===== src/rtl/dm_arb_pkg.sv =====
// Shared definitions for the data-memory port arbiter: FSM encoding, captured
// request record and the byte-lane merge used by read-modify-write stores.
package dm_arb_pkg;

  typedef enum logic [1:0] {
    ST_IDLE   = 2'd0,
    ST_ACCESS = 2'd1,
    ST_RESP   = 2'd2
  } state_t;

  localparam logic [3:0] BE_WORD   = 4'b1111;
  localparam int         LANE_W    = 8;
  localparam int         NUM_LANES = 4;

  typedef struct packed {
    logic [31:0] addr;   // already word-aligned
    logic        we;
    logic [3:0]  be;
    logic [31:0] wdata;
    logic        id;
  } req_t;

  // Lanes with be set take the new data, the rest keep the current memory word.
  function automatic logic [31:0] lane_merge(input logic [31:0] old_word,
                                             input logic [31:0] new_word,
                                             input logic [3:0]  be);
    logic [31:0] merged;
    merged = old_word;
    if (be == BE_WORD) begin
      merged = new_word;
    end else begin
      for (int i = 0; i < NUM_LANES; i++) begin
        if (be[i]) merged[i*LANE_W +: LANE_W] = new_word[i*LANE_W +: LANE_W];
      end
    end
    return merged;
  endfunction

endpackage


===== src/rtl/dm_rr_pick.sv =====
// Two-way request selector: round-robin against last_grant, or port 0 always
// wins ties when FIXED_PRIO is set.
module dm_rr_pick #(
  parameter int FIXED_PRIO = 0
) (
  input  logic valid0,
  input  logic valid1,
  input  logic last_grant,
  output logic grant_valid,
  output logic grant_id
);

  always_comb begin
    grant_valid = valid0 | valid1;
    grant_id    = 1'b0;
    if (valid0 && valid1) grant_id = (FIXED_PRIO != 0) ? 1'b0 : ~last_grant;
    else if (valid1)      grant_id = 1'b1;
  end

endmodule


===== src/rtl/dm_port_arbiter.sv =====
// Shares the word-only data memory between the MEM stage (port 0) and the debug
// loader (port 1); sub-word stores become read-modify-write in the ACCESS cycle.
module dm_port_arbiter
  import dm_arb_pkg::*;
#(
  parameter int FIXED_PRIO = 0,
  parameter int ADDR_W     = 32
) (
  input  logic              clk,
  input  logic              reset,
  input  logic              req0_valid,
  output logic              req0_ready,
  input  logic [ADDR_W-1:0] req0_addr,
  input  logic              req0_we,
  input  logic [3:0]        req0_be,
  input  logic [31:0]       req0_wdata,
  output logic              resp0_valid,
  output logic [31:0]       resp0_rdata,
  input  logic              req1_valid,
  output logic              req1_ready,
  input  logic [ADDR_W-1:0] req1_addr,
  input  logic              req1_we,
  input  logic [3:0]        req1_be,
  input  logic [31:0]       req1_wdata,
  output logic              resp1_valid,
  output logic [31:0]       resp1_rdata,
  output logic [31:0]       mem_addr,
  output logic [31:0]       mem_wdata,
  output logic              mem_we,
  input  logic [31:0]       mem_rdata
);

  state_t            state, state_nxt;
  logic              last_grant;
  logic              grant_valid, grant_id, accept;
  req_t              sel_req, cur;
  logic [31:0]       addr0_ext, addr1_ext;
  logic [31:0]       maddr_q, mwdata_q, acc_wdata;
  logic [1:0][31:0]  rdata_q;
  logic              unused_addr_lsbs;

  dm_rr_pick #(.FIXED_PRIO(FIXED_PRIO)) u_pick (
    .valid0      (req0_valid),
    .valid1      (req1_valid),
    .last_grant  (last_grant),
    .grant_valid (grant_valid),
    .grant_id    (grant_id)
  );

  assign addr0_ext        = 32'(req0_addr);
  assign addr1_ext        = 32'(req1_addr);
  assign unused_addr_lsbs = ^{addr0_ext[1:0], addr1_ext[1:0]};

  assign accept    = (state == ST_IDLE) && grant_valid && !reset;
  assign acc_wdata = lane_merge(mem_rdata, cur.wdata, cur.be);

  always_comb begin
    sel_req = '{addr: {addr0_ext[31:2], 2'b00}, we: req0_we, be: req0_be,
                wdata: req0_wdata, id: 1'b0};
    if (grant_id)
      sel_req = '{addr: {addr1_ext[31:2], 2'b00}, we: req1_we, be: req1_be,
                  wdata: req1_wdata, id: 1'b1};
  end

  always_ff @(posedge clk) begin
    if (reset) state <= ST_IDLE;
    else       state <= state_nxt;
  end

  always_comb begin
    state_nxt = state;
    case (state)
      ST_IDLE:   if (accept) state_nxt = ST_ACCESS;
      ST_ACCESS: state_nxt = ST_RESP;
      ST_RESP:   state_nxt = ST_IDLE;
      default:   state_nxt = ST_IDLE;
    endcase
  end

  // Reset gates the combinational strobes so a dropped transaction never writes.
  always_comb begin
    req0_ready  = 1'b0;
    req1_ready  = 1'b0;
    resp0_valid = 1'b0;
    resp1_valid = 1'b0;
    mem_we      = 1'b0;
    mem_addr    = maddr_q;
    mem_wdata   = mwdata_q;
    case (state)
      ST_IDLE: begin
        req0_ready = accept && !grant_id;
        req1_ready = accept &&  grant_id;
      end
      ST_ACCESS: begin
        mem_addr  = cur.addr;
        mem_wdata = acc_wdata;
        mem_we    = cur.we && (|cur.be) && !reset;
      end
      ST_RESP: begin
        resp0_valid = !reset && !cur.id;
        resp1_valid = !reset &&  cur.id;
      end
      default: ;
    endcase
  end

  always_ff @(posedge clk) begin
    if (reset) begin
      last_grant <= 1'b1;
      cur        <= '0;
      maddr_q    <= '0;
      mwdata_q   <= '0;
      rdata_q    <= '0;
    end else begin
      if (accept) begin
        cur        <= sel_req;
        last_grant <= grant_id;
      end
      if (state == ST_ACCESS) begin
        maddr_q         <= cur.addr;
        mwdata_q        <= acc_wdata;
        rdata_q[cur.id] <= mem_rdata;
      end
    end
  end

  assign resp0_rdata = rdata_q[0];
  assign resp1_rdata = rdata_q[1];

endmodule


===== config.mk =====
export PLATFORM = sky130hd
export DESIGN_NAME = dm_port_arbiter
export DESIGN_NICKNAME = d
export VERILOG_FILES = /design/src/rtl/dm_arb_pkg.sv /design/src/rtl/dm_rr_pick.sv /design/src/rtl/dm_port_arbiter.sv
export SDC_FILE = /design/constraint.sdc
export NUM_CORES = 1
export LEC_CHECK = 0
export ABC_CLOCK_PERIOD_IN_PS = 2600
export CORE_MARGIN = 4
export CORE_UTILIZATION = 48
export CTS_CLUSTER_SIZE = 25
export DETAILED_ROUTE_END_ITERATION = 10
export PLACE_DENSITY = 0.9
export SLEW_MARGIN = 15
export SYNTH_ARGS = -nofsm -noshare
export SYNTH_HDL_FRONTEND = slang
export SYNTH_HIERARCHICAL = 1
export SYNTH_SLANG_ARGS = --single-unit

===== constraint.sdc =====
create_clock -name clk -period 2.6 [get_ports clk]
set_input_delay 0.52 -clock clk [delete_from_list [all_inputs] [get_ports clk]]
set_output_delay 0.52 -clock clk [all_outputs]
set_load 0.1 [all_outputs]

---- Word level (Yosys, flattened, before mapping) ----
Index checks and enable logic that the tools add are counted.
W data, S select, Z words.
operators by class
  equal/unequal tests ..................... 4
  mux-type cells .......................... 20
  order comparisons ....................... 2
  reduce and logical (&&, ||, !) cells .... 15
  bitwise gates (word level) .............. 2
operators by type and width
  operator              count
  $mux W32              4
  $mux W70              1
  $bwmux W64            1
  $demux W32 S1         1
  $mux W8               4
  $logic_and A1 B1 Y1   10
  $mux W1               7
  $eq A4 B4 Y1 const B  1
  $pmux W2 S2           1
  $reduce_or A4 Y1      1
  $logic_not A1 Y1      3
  $eq A2 B1 Y1 const B  1
  $eq A2 B2 Y1 const B  1
  $logic_not A2 Y1      1
  $lt A1 B2 Y1 const B  1
  $mux W2               1
  $ne A2 B2 Y1 const B  1
  $ge A1 B1 Y1 const B  1
  $not A1 Y1            1
  $or A1 B1 Y1          1
storage, ports and cells
  output and inout port bits .............. 133
  register bits after elaboration ......... 201
  word-level logic and storage cells ...... 54
  bits of input ports ..................... 174

---- Logic depth before layout (Yosys ltp) ----
  depth in word-level cells ............... 5
  depth in mapped cells ................... 7
  mapped depth without buffers ............ 5

---- Modules after synthesis ----
The synthesis kept the hierarchy.
by module, submodules not included
  module           cells an instance  sequential area each (um^2)  area each (um^2)  times used
  dm_port_arbiter  839                3983.8                       8011.4            1
  dm_rr_pick       2                  0.0                          13.8              1

---- Worst setup path before layout ----
OpenSTA, ideal clock, no wires.
  kind .................................... input to output
  start point ............................. input reset
  end point ............................... output resp0_valid
  arrival time ............................ 4012 ps
  stages .................................. 3
  data required time ...................... 2080 ps
  path slack .............................. -1932 ps
  buffers on the path ..................... 2
  cells stage by stage .................... clkbuf_1 clkbuf_1 nor4b_1
on the way
  longest elaborated chain between the ends .. 3
RTL lines
  element              RTL line                source
  from (decl)          dm_port_arbiter.sv:10   input logic reset,
  $logic_not A1 Y1     dm_port_arbiter.sv:100  resp0_valid = !reset && !cur.id;
  $logic_and A1 B1 Y1  dm_port_arbiter.sv:100
  $mux W1              dm_port_arbiter.sv:89   case (state)
  to (decl)            dm_port_arbiter.sv:17   output logic resp0_valid,
No other way between the ends.

---- Worst setup path after layout ----
  start point ............................. input req1_valid
  end point ............................... output req1_ready
on the way
  longest elaborated chain between the ends .. 5
  elaborated cells between the ends (all ways) .. 8
  classes of those cells .................. mux (3); bitwise (1); reduce/logical (4)
RTL lines
  element                            RTL line               source
  from (decl)                        dm_port_arbiter.sv:19  input logic req1_valid,
  $or A1 B1 Y1                       dm_rr_pick.sv:14       grant_valid = valid0 | valid1;
  named net grant_valid              dm_port_arbiter.sv:35  logic grant_valid, grant_id, accept;
  $logic_and A1 B1 Y1 (2 in series)  dm_port_arbiter.sv:54  assign accept = (state == ST_IDLE) && grant_valid && !reset;
  $logic_and A1 B1 Y1                dm_port_arbiter.sv:92  req1_ready = accept && grant_id;
  $mux W1                            dm_port_arbiter.sv:89
  to (decl)                          dm_port_arbiter.sv:20  output logic req1_ready,
The timed path passes the listed nets, and every way through them passes these cells.

==> impl_results.md <==
* Maximum capacitance violations at 0
* Avg Vias per Cell at 5.33
* Via count of the first global-routing pass at around 7,200
* Placeable Area at about 16,000 µm²
* Final Instance Area at 12,500 µm²
* WL/cell at approximately 18 µm
* Worst hold path type: in2reg
* Worst-case headroom to the max-slew limit at a little over two fifths
* Type of the worst setup path: in2out
* Antenna diode count at 0
* Power density normalized to cell area at 724 nW/µm²
* First DRT Iteration DRCs at 304
* Cell with the most instances after synthesis: sky130_fd_sc_hd__dfxtp_1
* Detailed-routing iteration count for the pre-antenna-repair pass at 6
* Flops & latches, synth at around 200
* Post-layout min period at about 2.5 ns
* Crit path buf inv count at 3
* Post-CTS Setup Inserts at 0
* Routed Antenna Nets at 0
* Root buffer selected by CTS: sky130_fd_sc_hd__clkbuf_16
* Worst-case reg-to-reg path depth at 5
* Total Negative Setup Slacks at 0 ns
* Io pins at a little over 300
* Number of enable-type register cells in the synthesized netlist at 0
* Post-route DRC at 0
* Top cells by area in the synthesized netlist: sky130_fd_sc_hd__dfxtp_1 (50%), sky130_fd_sc_hd__mux2i_1 (8.4%), sky130_fd_sc_hd__o2bb2ai_1 (6.2%)
* Worst reg2reg startpoint: state[1]$_SDFFE_PP0P_
* Synth async-reset ratio at 0%
* Cell count after synthesis at 841
* CP peak stage delay at 0.51 ns
* Number of nets in the layout at approximately 1,300
* LEAKAGE at between 4 and 5 nW
* Layout area overhead at 55.2%
* Overall global routing resource usage at between 20 and 30%
* Critical-path cell list: clkdlybuf4s50_1, or2_1, or4b_4, inv_2, and2_4, buf_12
* Final weighted congestion of routability-driven global placement at between 0.7 and 0.8
* Proportion of synthesized chip area in sequential cells at about half
* Instance area at placement at around 12,000 µm²
* Count of endpoints failing setup in the final report at 0
* Worst Skew at 0.00882 ns
* Post-route clock period utilization at 97.5%
* Area share of the largest cell type after synthesis at 49.6%
* Predominant post-synthesis flop cell: sky130_fd_sc_hd__dfxtp_1
* Required time of the critical path at 2.08 ns
* Launch instance of the worst min-delay path: reset
* Starting Density at slightly below 50%
* Depth of the worst hold-timing path at 2
* Antenna violations before repair at 0
* Syn avg cell area at roughly 9.5 µm²
* Share of final-layout standard cells stronger than drive strength 1 at ~24%
* Filler cell count in the final layout at between 1,000 and 1,500
* WHS Endpoint: mwdata_q[3]$_SDFF_PP0_
* Number of hold violations in the final report at 0
* Worst R2R End: cur[67]$_SDFFE_PP0P_
* Slew of the pin with the lowest slew margin at about 0.84 ns
* Via count at 7,173
* Final Max Tran Viols at 0
* Leading post-synthesis cells by instance count: sky130_fd_sc_hd__dfxtp_1 (199), sky130_fd_sc_hd__nand2_1 (128), sky130_fd_sc_hd__mux2i_1 (67)
* Run status: completed
* PortBufs at between 300 and 400
* Die area at 18,900 µm²
* Level count of the clock H-tree at 4
* Leading area contributor after synthesis: sky130_fd_sc_hd__dfxtp_1
* # rows at 47
* Achievable clock frequency at a little under 0.4 GHz
* Clock latency at the later pin of the worst-skew pair at between 0.4 and 0.5 ns
* Setup repair after global routing missed its margin: no
* Post-synth cell types at 38
* Critical-path maximum fanout at 4
* CP Data Arrival Time at around 2.0 ns
* Maximum number of buffers from clock root to sink at 2
* Total clock buffers created by CTS at 17
* Horizontal die dimension at around 140 µm
* Worst hold slack across all endpoints at ~0.44 ns
* Remaining global-route overflow at 0
* Final total power at ~9.0 mW
* Synth warnings at 6
* DIE HEIGHT at around 140 µm
* Clock slew seen by the registers of the worst setup and hold paths at 0.07 ns
* Clock Sink Count at between 150 and 200
* TritonCTS clock tree: built
* Crit path max-delay cell type: sky130_fd_sc_hd__or4b_4
* Global-route wire length before repair at about 37 mm
* Critical path startpoint category: input pin
* Total wire length at between 20 and 25 mm
* Largest voltage drop on the vdd net at about 0.00048 V
* Net count after synthesis at roughly 1,000
* Largest net degree at the start of global routing at 77
* Crit end category: output port
* Delay-heaviest family, CP: simple AND/OR/NAND/NOR gates
* Cts hold-fix bufs at 0
* Total standard cell area after synthesis at between 8000 and 9000 µm²
* Detailed placer's ending HPWL at between 15 and 20 mm
* R2R Setup Slk at a little under 0.9 ns
==> per-stage QoR <==
| stage | std cells | utilization (%) | worst slack (ns) |
|---|---|---|---|
| after global placement | 1314 | 71.7 | 0.0827 |
| after global routing | 1346 | 75.6 | 0.00499 |
| final | 1346 | 75.6 | 0.0660 |
| after floorplan | 841 | - | -0.527 |
| after CTS | 1346 | 75.6 | 0.0304 |
| after detailed placement | 1314 | 71.7 | 0.0565 |
==> where the power goes <==
group,switching (mW),internal (mW),total (mW)
clock,1.21,1.57,2.78
sequential,0.139,3.26,3.40
combinational,1.81,1.03,2.84
total,3.15,5.87,9.02
==> kinds of logic after synthesis <==
family / after synthesis / synth area share [%]
and+or+nand+nor: 309 / 18.1
DFF: 199 / 49.6
AOI/OAI and AO/OA: 166 / 15.2
muxes: 97 / 12.6
buffers and inverters: 70 / 4.55
==> layout by cell type, fill, tap and decap left out, drive strengths merged, types with 65 or more instances in the layout <==
cell type,netlist,layout
buf,31,153
o2bb2ai,65,65
a21oi,65,65
nand2,128,128
mux2i,67,67
nor2b,65,65
dfxtp,199,199
nor2,67,67
clkdlybuf4s50,0,167
==> how the worst max path moves through the flow <==
| stage | slack, ns | cells after the start | start | end |
|---|---|---|---|---|
| final | 0.07 | 6 | req1_valid | req1_ready |
| after global routing | 0.005 | 5 | state[0]$_SDFFE_PP0P_ | mem_wdata[0] |
| after CTS | 0.03 | 6 | req0_valid | req1_ready |
| after detailed placement | 0.06 | 6 | req0_valid | req1_ready |
| after global placement | 0.08 | 6 | req1_valid | req1_ready |
| after floorplan | -0.53 | 3 | reset | resp0_valid |
==> layer usage <==
metal / wire length (µm) / track usage [%] / up-vias / part of all wire (%)
met1: 9150 / 27.5 / 3404 / 38
met5: 0 / 0 / - / 0
li1: - / - / 3468 / -
met3: 1880 / 6.79 / 42 / 7.8
met2: 12600 / 45.9 / 259 / 52
met4: 636 / 10.1 / 0 / 2.6
==> state kept, by name (all words and copies together), names as in the netlist <==
signal       flops
maddr_q         32
last_grant       1
mwdata_q        32
resp1_rdata     32
resp0_rdata     32
cur             68
state            2
==> final cells by class <==
cell class | count | area (µm²) | share of cell area (%)
Tap cell | 220 | 275 | 2.21
Multi-Input combinational cell | 572 | 3820 | 30.7
Sequential cell | 199 | 3990 | 32.0
Clock inverter | 13 | 180 | 1.45
Timing Repair Buffer | 321 | 3740 | 30.0
Clock buffer | 19 | 443 | 3.56
Inverter | 2 | 7.51 | 0.0603
==> repair_timing <==
action,4_1_cts,5_1_grt
pin swaps,0,1
endpoints found under the setup margin,51,5
gates resized for setup,3,3
hold endpoints to repair,0,0
Note: power is estimated with default switching activity, not from simulation.
